`src/rtl/uart_rx_frame_if.sv`:
```
// Bus between the serial-line side and the parallel-byte side of uart_rx_frame.
// The slave modport is the receiver itself; the master modport is whoever
// drives the line and the frame configuration and consumes the received bytes.
interface uart_rx_frame_if #(
  parameter int Data_width     = 8,
  parameter int Prescale_width = 6
);
  logic                      RX_IN;
  logic [Prescale_width-1:0] Prescale;
  logic                      PAR_EN;
  logic                      PAR_TYP;
  logic [Data_width-1:0]     P_DATA;
  logic                      data_valid;
  logic                      parity_error;
  logic                      framing_error;

  modport master (
    output RX_IN, Prescale, PAR_EN, PAR_TYP,
    input  P_DATA, data_valid, parity_error, framing_error
  );

  modport slave (
    input  RX_IN, Prescale, PAR_EN, PAR_TYP,
    output P_DATA, data_valid, parity_error, framing_error
  );
endinterface

```
`src/rtl/uart_rx_frame.sv`:
```
// Oversampling UART receiver. Each bit is sampled three times around its
// middle and resolved by 2-of-3 majority; all decisions happen on the last
// oversampling tick of a bit so results land exactly N*P cycles after the
// start edge. Optional even/odd parity, parity and framing error strobes.
module uart_rx_frame #(
  parameter int Data_width     = 8,
  parameter int Prescale_width = 6
) (
  input logic             CLK,
  input logic             RST,
  uart_rx_frame_if.slave  bus
);

  localparam int BCW = (Data_width > 1) ? $clog2(Data_width) : 1;

  typedef enum logic [2:0] {
    IDLE   = 3'd0,
    START  = 3'd1,
    DATA   = 3'd2,
    PARITY = 3'd3,
    STOP   = 3'd4
  } state_t;

  state_t                    state_r;
  state_t                    state_nxt_s;
  logic [Prescale_width-1:0] p_r;
  logic [Prescale_width-1:0] p_sel_s;
  logic [Prescale_width-1:0] half_s;
  logic [Prescale_width-1:0] edge_r;
  logic [Prescale_width-1:0] edge_nxt_s;
  logic [BCW-1:0]            bit_r;
  logic                      par_en_r;
  logic                      par_typ_r;
  logic [2:0]                smp_r;
  logic [Data_width-1:0]     shift_r;
  logic [Data_width-1:0]     pdata_r;
  logic                      par_err_r;
  logic                      dv_r;
  logic                      pe_r;
  logic                      fe_r;
  logic                      start_s;
  logic                      last_edge_s;
  logic                      last_bit_s;
  logic                      bit_val_s;

  // 2-of-3 majority vote of the three mid-bit samples.
  function automatic logic maj3_f(input logic [2:0] s);
    return (s[0] & s[1]) | (s[0] & s[2]) | (s[1] & s[2]);
  endfunction

  // Expected parity bit: XOR of the data, inverted for odd parity.
  function automatic logic par_exp_f(input logic [Data_width-1:0] d, input logic typ);
    return (^d) ^ typ;
  endfunction

  // Map the requested prescale onto the supported set; anything else means 8.
  always_comb begin
    p_sel_s = Prescale_width'(8);
    case (bus.Prescale)
      Prescale_width'(8):  p_sel_s = Prescale_width'(8);
      Prescale_width'(16): p_sel_s = Prescale_width'(16);
      Prescale_width'(32): p_sel_s = Prescale_width'(32);
      default:             p_sel_s = Prescale_width'(8);
    endcase
  end

  assign start_s     = (state_r == IDLE) && !bus.RX_IN;
  assign half_s      = p_r >> 1;
  assign last_edge_s = (edge_r == (p_r - Prescale_width'(1)));
  assign last_bit_s  = (bit_r == BCW'(Data_width - 1));
  assign bit_val_s   = maj3_f(smp_r);

  // Next-state logic and edge-counter advance; the start cycle itself is edge 0.
  always_comb begin
    state_nxt_s = state_r;
    edge_nxt_s  = edge_r;
    case (state_r)
      IDLE: begin
        if (!bus.RX_IN) begin
          state_nxt_s = START;
        end else begin
          state_nxt_s = IDLE;
        end
      end
      START: begin
        if (last_edge_s) begin
          if (bit_val_s) begin
            state_nxt_s = IDLE;
          end else begin
            state_nxt_s = DATA;
          end
        end else begin
          state_nxt_s = START;
        end
      end
      DATA: begin
        if (last_edge_s && last_bit_s) begin
          if (par_en_r) begin
            state_nxt_s = PARITY;
          end else begin
            state_nxt_s = STOP;
          end
        end else begin
          state_nxt_s = DATA;
        end
      end
      PARITY: begin
        if (last_edge_s) begin
          state_nxt_s = STOP;
        end else begin
          state_nxt_s = PARITY;
        end
      end
      STOP: begin
        if (last_edge_s) begin
          state_nxt_s = IDLE;
        end else begin
          state_nxt_s = STOP;
        end
      end
      default: state_nxt_s = IDLE;
    endcase

    if (state_r == IDLE) begin
      if (!bus.RX_IN) begin
        edge_nxt_s = Prescale_width'(1);
      end else begin
        edge_nxt_s = Prescale_width'(0);
      end
    end else if (last_edge_s) begin
      edge_nxt_s = Prescale_width'(0);
    end else begin
      edge_nxt_s = edge_r + Prescale_width'(1);
    end
  end

  // FSM state register.
  always_ff @(posedge CLK or negedge RST) begin
    if (!RST) begin
      state_r <= IDLE;
    end else begin
      state_r <= state_nxt_s;
    end
  end

  // Datapath: config latch, sampling, shifting, parity check and output strobes.
  always_ff @(posedge CLK or negedge RST) begin
    if (!RST) begin
      p_r       <= Prescale_width'(0);
      edge_r    <= Prescale_width'(0);
      bit_r     <= BCW'(0);
      par_en_r  <= 1'b0;
      par_typ_r <= 1'b0;
      smp_r     <= 3'b000;
      shift_r   <= Data_width'(0);
      pdata_r   <= Data_width'(0);
      par_err_r <= 1'b0;
      dv_r      <= 1'b0;
      pe_r      <= 1'b0;
      fe_r      <= 1'b0;
    end else begin
      dv_r   <= 1'b0;
      pe_r   <= 1'b0;
      fe_r   <= 1'b0;
      edge_r <= edge_nxt_s;
      if (start_s) begin
        p_r       <= p_sel_s;
        par_en_r  <= bus.PAR_EN;
        par_typ_r <= bus.PAR_TYP;
        par_err_r <= 1'b0;
        bit_r     <= BCW'(0);
        shift_r   <= Data_width'(0);
      end else if (state_r != IDLE) begin
        if (edge_r == (half_s - Prescale_width'(1))) begin
          smp_r[0] <= bus.RX_IN;
        end
        if (edge_r == half_s) begin
          smp_r[1] <= bus.RX_IN;
        end
        if (edge_r == (half_s + Prescale_width'(1))) begin
          smp_r[2] <= bus.RX_IN;
        end
        if (last_edge_s) begin
          case (state_r)
            DATA: begin
              shift_r <= {bit_val_s, shift_r[Data_width-1:1]};
              bit_r   <= last_bit_s ? BCW'(0) : (bit_r + BCW'(1));
            end
            PARITY: begin
              if (bit_val_s != par_exp_f(shift_r, par_typ_r)) begin
                par_err_r <= 1'b1;
              end
            end
            STOP: begin
              if (bit_val_s && !par_err_r) begin
                pdata_r <= shift_r;
                dv_r    <= 1'b1;
              end
              fe_r <= !bit_val_s;
              pe_r <= par_err_r;
            end
            default: begin
            end
          endcase
        end
      end
    end
  end

  assign bus.P_DATA        = pdata_r;
  assign bus.data_valid    = dv_r;
  assign bus.parity_error  = pe_r;
  assign bus.framing_error = fe_r;

endmodule
```
`src/flat_wrapper.sv`:
```
// flat-port wrapper written by rule: the top's interface ports become plain ports
module uart_rx_frame_flat 
#(
  parameter int Data_width     = 8,
  parameter int Prescale_width = 6
)
  (CLK, RST, bus_RX_IN, bus_Prescale, bus_PAR_EN, bus_PAR_TYP, bus_P_DATA, bus_data_valid, bus_parity_error, bus_framing_error);
  uart_rx_frame_if #(.Data_width(Data_width), .Prescale_width(Prescale_width)) bus_i ();
  input logic CLK;
  input logic RST;
  input wire logic [$bits(bus_i.RX_IN)-1:0] bus_RX_IN;
  input wire logic [$bits(bus_i.Prescale)-1:0] bus_Prescale;
  input wire logic [$bits(bus_i.PAR_EN)-1:0] bus_PAR_EN;
  input wire logic [$bits(bus_i.PAR_TYP)-1:0] bus_PAR_TYP;
  output wire logic [$bits(bus_i.P_DATA)-1:0] bus_P_DATA;
  output wire logic [$bits(bus_i.data_valid)-1:0] bus_data_valid;
  output wire logic [$bits(bus_i.parity_error)-1:0] bus_parity_error;
  output wire logic [$bits(bus_i.framing_error)-1:0] bus_framing_error;
  assign bus_i.RX_IN = bus_RX_IN;
  assign bus_i.Prescale = bus_Prescale;
  assign bus_i.PAR_EN = bus_PAR_EN;
  assign bus_i.PAR_TYP = bus_PAR_TYP;
  assign bus_P_DATA = bus_i.P_DATA;
  assign bus_data_valid = bus_i.data_valid;
  assign bus_parity_error = bus_i.parity_error;
  assign bus_framing_error = bus_i.framing_error;
  uart_rx_frame #(.Data_width(Data_width), .Prescale_width(Prescale_width)) u_core (.CLK(CLK), .RST(RST), .bus(bus_i));
endmodule
```
`config.mk`:
```
export PLATFORM = sky130hd
export DESIGN_NAME = uart_rx_frame_flat
export DESIGN_NICKNAME = d
export VERILOG_FILES = /design/src/rtl/uart_rx_frame_if.sv /design/src/rtl/uart_rx_frame.sv /design/src/flat_wrapper.sv
export SDC_FILE = /design/constraint.sdc
export NUM_CORES = 1
export LEC_CHECK = 0
export CAP_MARGIN = 20
export CORE_MARGIN = 5
export CORE_UTILIZATION = 50
export DETAILED_ROUTE_END_ITERATION = 7
export MAX_ROUTING_LAYER = met4
export PLACE_DENSITY = 0.81
export SYNTH_ARGS = -nofsm -noshare
export SYNTH_HDL_FRONTEND = slang
export SYNTH_SLANG_ARGS = --single-unit
```
`constraint.sdc`:
```
create_clock -name CLK -period 4.6 [get_ports CLK]
set_input_delay 0.92 -clock CLK [delete_from_list [all_inputs] [get_ports CLK]]
set_output_delay 0.92 -clock CLK [all_outputs]
set_load 0.01 [all_outputs]
```
Word level (Yosys, flattened, before mapping). Index checks and enable logic that the tools add are counted.

Bits in registers: 43. Bits of input ports: 11. Output and inout bits: 11. Word-level logic and storage cells: 98.

Add/sub/neg operators: 5. Eq/ne operators: 12. Muxes and demuxes: 39. Bitwise logic cells: 7. Reductions and logical operators: 20.

Operators with widths (number): 8-bit 2-to-1 mux (4); 3-bit 2-to-1 mux (9); 1-bit 2-to-1 mux (20); 6-bit equality test (3); 3-bit case mux with 5 select lines (1); 6-bit 2-to-1 mux (2); 6-bit case mux with 2 select lines (1); 3-bit AND reduction (4); 2-bit nonzero test (5); 8-bit parity (1); 5-bit by 1-bit adder with 6-bit output (second input constant) (1); 6-bit by 1-bit adder with 6-bit output (second input constant) (1); 3-bit by 2-bit equality test with 1-bit output (second input constant) (2); 3-bit equality test (second input constant) (2); 6-bit by 5-bit equality test with 1-bit output (1); 6-bit by 5-bit equality test with 1-bit output (second input constant) (1); 6-bit equality test (second input constant) (1); 5-bit by 1-bit subtractor with 6-bit output (second input constant) (1); 6-bit by 1-bit subtractor with 6-bit output (second input constant) (1); 5-bit AND reduction (1); 2-bit 2-to-1 mux (2); 4-bit AND reduction (1); 3-bit by 1-bit adder with 3-bit output (second input constant) (1); 1-bit AND (3); 9 further kinds (14).

Longest topological paths before layout.
Word-level depth: 9. Mapped depth: 8. Gate-level depth less buffers: 6.

Least setup slack after synthesis. OpenSTA, ideal clock, no wires.

Kind: register to register. Start point: register u_core.p_r[3]. End point: register u_core.pdata_r[0], in the netlist u_core.bus.P_DATA[0]. Library setup time: 0.125 ns. Data arrival time: 2.062 ns. Path slack: 2.413 ns. Cell stages (with the launch flop): 7. Period minus slack after synthesis: 2.187 ns. Path through: dfrtp_1 -> inv_1 -> ha_1 -> xnor3_1 -> nand4_2 -> nor4_4 -> mux2_2.

Cells in the longest elaborated chain, start to end: 3.

Ends and longest elaborated chain: start, declared (RTL line uart_rx_frame.sv:26) `logic [Prescale_width-1:0] p_r;`; start signal, assigned (RTL line uart_rx_frame.sv:149) `p_r <= Prescale_width'(0);`; start signal, assigned (RTL line uart_rx_frame.sv:167) `p_r <= p_sel_s;`; 6-bit by 1-bit subtractor with 6-bit output (RTL line uart_rx_frame.sv:69) `assign last_edge_s = (edge_r == (p_r - Prescale_width'(1)));`; 6-bit equality test (RTL line uart_rx_frame.sv:69); 5-bit AND reduction (no line); end signal, assigned (RTL line uart_rx_frame.sv:156) `pdata_r <= Data_width'(0);`; end signal, assigned (RTL line uart_rx_frame.sv:196) `pdata_r <= shift_r;`; end, declared (RTL line uart_rx_frame.sv:36) `logic [Data_width-1:0] pdata_r;`.

Every way passes these cells. A chain may end at the register's enable or synchronous reset.

Worst setup path after layout.
Start point: register u_core.p_r[3]. End point: register u_core.pdata_r[6], in the netlist u_core.bus.P_DATA[6].

The elaborated chain is that of the path after synthesis.

==> impl.org <==
** Clock network
- Clock transition time at the flip-flop clock pins of the worst setup and hold paths :: around 0.07 ns
- TritonCTS built the clock tree.
- Clk_lat worst skew :: between 0.2 and 0.3 ns
- CTS placed an instance of clkbuf_8 at the clock tree root.
- Once the clock tree was built, the resizer swapped 0 gates to a different size.
- The number of clock buffers added by TritonCTS is 5.
- Number of sinks driven by the clock tree :: 40
- Post-CTS Hold Buffers :: 0
- The longest clock path from root to sink contains 2 buffers.
- Postcts setup bufs :: 0
- H-tree level count :: 2

** STA
- After layout, the worst path uses 61.0% of the clock period.
- Final Slew Violations :: 0
- Setup total negative slack :: 0 ns
- At the pin with the least slew margin, the transition time is 0.865 ns.
- Setup slack on the critical path of the routed design comes to 1.79 ns.
- Setup repair after global routing left no endpoint under its margin.
- Setup violations remaining at the end of the flow were counted as 0.
- Setup Skew :: 0.00197 ns
- The clock period could shrink to 2.81 ns.
- Based on the critical path, the design can be clocked at up to between 300 and 400 MHz.
- Number of hold-slack violations in the final timing report :: 0
- Measured against its own limit, the worst slew margin works out to 42.4%.

** Final layout
- Area overhead of the layout relative to synthesis :: 15.0%
- The top cell types in the final layout, fill and taps aside, are dfrtp_1, clkdlybuf4s50_1, o21ai_0.
- Summing all multi-input logic gate instances after layout gives 972 sq um.
- Fin util :: 59.0%
- The library cell used most frequently in the layout, excluding fill and tap cells, is dfrtp_1.
- 0 antenna diodes ended up in the layout.
- Counting the fill cells in the layout gives 344.
- Cells with a size suffix above 1 make up 11.1% of the layout.
- In the final design database the tool counted 224 nets.
- The sequential cells in the finished layout cover a total of 1000 sq um.

** Setup path
- The worst setup path is launched from a register.
- The endpoint identified for the worst register-to-register timing path is u_core.bus.P_DATA[6]$_DFFE_PN0P_.
- Broken down by cell family, the worst path's largest delay share belongs to simple AND/OR/NAND/NOR gates.
- Start point of the critical path :: u_core.p_r[3]$_DFFE_PN0P_
- The critical path runs through a total of 6 cells.
- Worst Setup Path Type :: register to register
- Slowest stage cell on the critical path :: nor4_4
- CP Capture Type :: register
- For the worst flop-to-flop path, the logic depth is 6.
- Maximum fanout along the worst path :: 21
- The critical path goes through inv_1, ha_1, xnor3_1, nand4_2, nor4_4, mux2_2.
- Worst path max stage delay :: 0.71 ns
- Reg-to-reg setup timing slack :: 1.79 ns
- Buffers & Inverters on Critical Path :: 1
- For the worst setup path, the data required time is 4.78 ns.
- R2R Path Start :: u_core.p_r[3]$_DFFE_PN0P_
- At the worst endpoint, the arrival time is about 3.0 ns.

** Global route
- Entering global routing, the biggest net connects just over 40 pins.
- The via count of the first global-routing pass was 1452.
- Global routing consumed, over all layers together, 16.3% of the routing resources.
- The number of antenna violations at the first check in global routing came to 0.
- The first global-routing pass estimated 6610 um of wire.
- Total gr overflow :: 0

** Die
- The die is approximately 74 um wide.
- Vert. Die Dim :: 74.1 um
- Floorplan die area :: roughly 5500 sq um
- Number of primary I/O pins :: 22
- Placeable core region :: 4000 sq um
- FP Rows :: 23
- For this configuration, the core starts out at a cell density of 51.3%.

** Synth
- Number of register bits inferred by synthesis :: 40
- After technology mapping, the gate count stands at approximately 190.
- Multiplexer area fraction after synthesis :: under 10%
- The mapped netlist covers 2050 sq um.
- Syn_area_per_cell :: 10.9 sq um
- Summing the areas of all and, or, nand and nor instances in the mapped netlist gives roughly 18% of the synthesized area.
- Fraction of the yosys area taken by sequential cells :: 48.8%
- After Yosys synthesis, full adders, half adders and majority gates account for 4.15% of the synthesized area.
- The Yosys step of the flow raised 0 warnings.
- Number of synthesized flops with an enable pin :: 0
- Combinational family with the most area after synthesis :: simple AND/OR/NAND/NOR gates
- The number of nets handed over by synthesis was 205.
- XOR/XNOR share of the synthesized area :: 10.5%
- Summing the areas of all compound-gate instances in the mapped netlist gives 9.15% of the synthesized area.
- Count of cell types in the netlist :: 34
- After synthesis, the share of flip-flops with an asynchronous set or reset is between 90% and 100%.
- Most used flip-flop cell after synthesis :: dfrtp_1

** Flow run
- Reported max-cap violation count :: 0

** Route
- Remaining antenna violation count after routing :: 0
- Mean number of vias per cell :: around 5.6
- Number of detailed-route iterations in the first pass :: 4
- Vias :: 1446
- For this run, design rule violations remaining after detail routing come to 0.
- Initial drt markers :: 69
- For this block, the routed nets add up to 3680 um of wire.
- Average wire per standard cell :: 14.3 um

** Pwr
- Dividing total power by cell area gives a power density of 529 nW/um^2.
- Across the VDD grid, the largest voltage drop is 0.263 mV.
- Summed over all cells, the static leakage comes to 1.03 nW.

** Hold path
- Classification of the worst-slack hold path :: register to register
- Counting instances, the worst hold path has a depth of 1.
- The startpoint identified for the worst hold timing path is u_core.state_r[2]$_DFF_PN0_.
- WHS Endpoint :: u_core.state_r[1]$_DFF_PN0_

** Placed design
- Post-place setup slack :: 1.81 ns
- At the end of routability-driven placement, the weighted congestion stood at 0.877.
- DP Wirelength :: roughly 2600 um
- IO buf count :: 21

** Outcome
- Run status :: complete, no violations
-- layer usage --
layer | GRT usage (%) | vias up | wire [um]
met5 | - | - | 0
met1 | 21.2 | 705 | 1730
met4 | 8.25 | 0 | 82
li1 | - | 702 | -
met3 | 4.19 | 6 | 195
met2 | 23.4 | 33 | 1670
-- worst reg2reg max path, cell delays in order (launching register included) --
cell and delay, ns:
dfrtp_1 0.44, inv_1 0.07, ha_1 0.22, xnor3_1 0.41, nand4_2 0.43, nor4_4 0.71, mux2_2 0.41
-- worst max-delay path by stage --
stage	end	slack, ns
6_report	u_core.bus.P_DATA[6]$_DFFE_PN0P_	1.79
5_1_grt	u_core.bus.P_DATA[6]$_DFFE_PN0P_	1.63
4_1_cts	u_core.bus.P_DATA[6]$_DFFE_PN0P_	1.78
3_5_place_dp	u_core.bus.P_DATA[6]$_DFFE_PN0P_	1.81
3_3_place_gp	u_core.bus.P_DATA[7]$_DFFE_PN0P_	1.90
2_1_floorplan	u_core.bus.P_DATA[0]$_DFFE_PN0P_	2.41
-- flip-flops by register name, summed over array words and instances, names as in the netlist --
register and flops:
u_core.par_en_r 1, u_core.smp_r 3, u_core.bus.data_valid 1, u_core.bus.P_DATA 8, u_core.shift_r 8, u_core.bit_r 3
u_core.par_typ_r 1, u_core.par_err_r 1, u_core.state_r 3, u_core.bus.framing_error 1, u_core.bus.parity_error 1, u_core.p_r 3
u_core.edge_r 6
-- where the power goes --
| part | switching [mW] | total, mW | leakage, nW | internal, mW |
|---|---|---|---|---|
| clock | 0.114 | 0.217 | 0.0410 | 0.103 |
| combinational | 0.234 | 0.482 | 0.458 | 0.249 |
| sequential | 0.105 | 0.548 | 0.532 | 0.444 |
-- stage by stage --
stage	power, mW	hold WS, ns	instance area, sq um	std cells
after floorplan	0.935	0.456	2050	188
after global placement	1.02	0.470	2270	249
after detailed placement	1.03	0.484	2270	249
after CTS	1.25	0.485	2350	256
after global routing	1.35	0.510	2360	257
final	1.25	0.483	2360	257
-- logic make-up (layout without fill, tap and decap cells) --
group | Yosys count | after routing
buf+inv | 18 | 37
xor+xnor | 20 | 20
fa+ha+maj | 7 | 7
mux | 11 | 11
simple gates | 57 | 57
compound gates | 35 | 35
flops | 40 | 40
-- area by class of cell --
| class | instances | share of cell area (%) |
|---|---|---|
| flip-flops and latches | 40 | 42.4 |
| multi-input cells | 130 | 41.2 |
| repair buffers | 22 | 9.17 |
| clock buffers | 6 | 3.08 |
| well taps | 50 | 2.65 |
| inverters | 8 | 1.27 |
| clock inverters | 1 | 0.212 |
-- Yosys cell counts (2+ instances only) --
library cell	n	area (sq um)
and2_1	2	12.5
nor2_1	7	26.3
mux2_2	11	124
nor3_1	7	35.0
or3_1	4	25.0
buf_2	3	15.0
xor2_1	9	78.8
ha_1	6	75.1
inv_1	8	30.0
clkbuf_1	6	22.5
nand2b_1	4	25.0
dfrtp_1	40	1000
nand3b_1	2	15.0
nand2_1	11	41.3
or4_1	2	15.0
xnor3_1	3	67.6
nand4b_1	10	87.6
a31oi_1	2	12.5
o21ai_0	16	80.1
a21oi_1	14	70.1
xnor2_1	8	70.1
(Power assumes the default switching activity.)
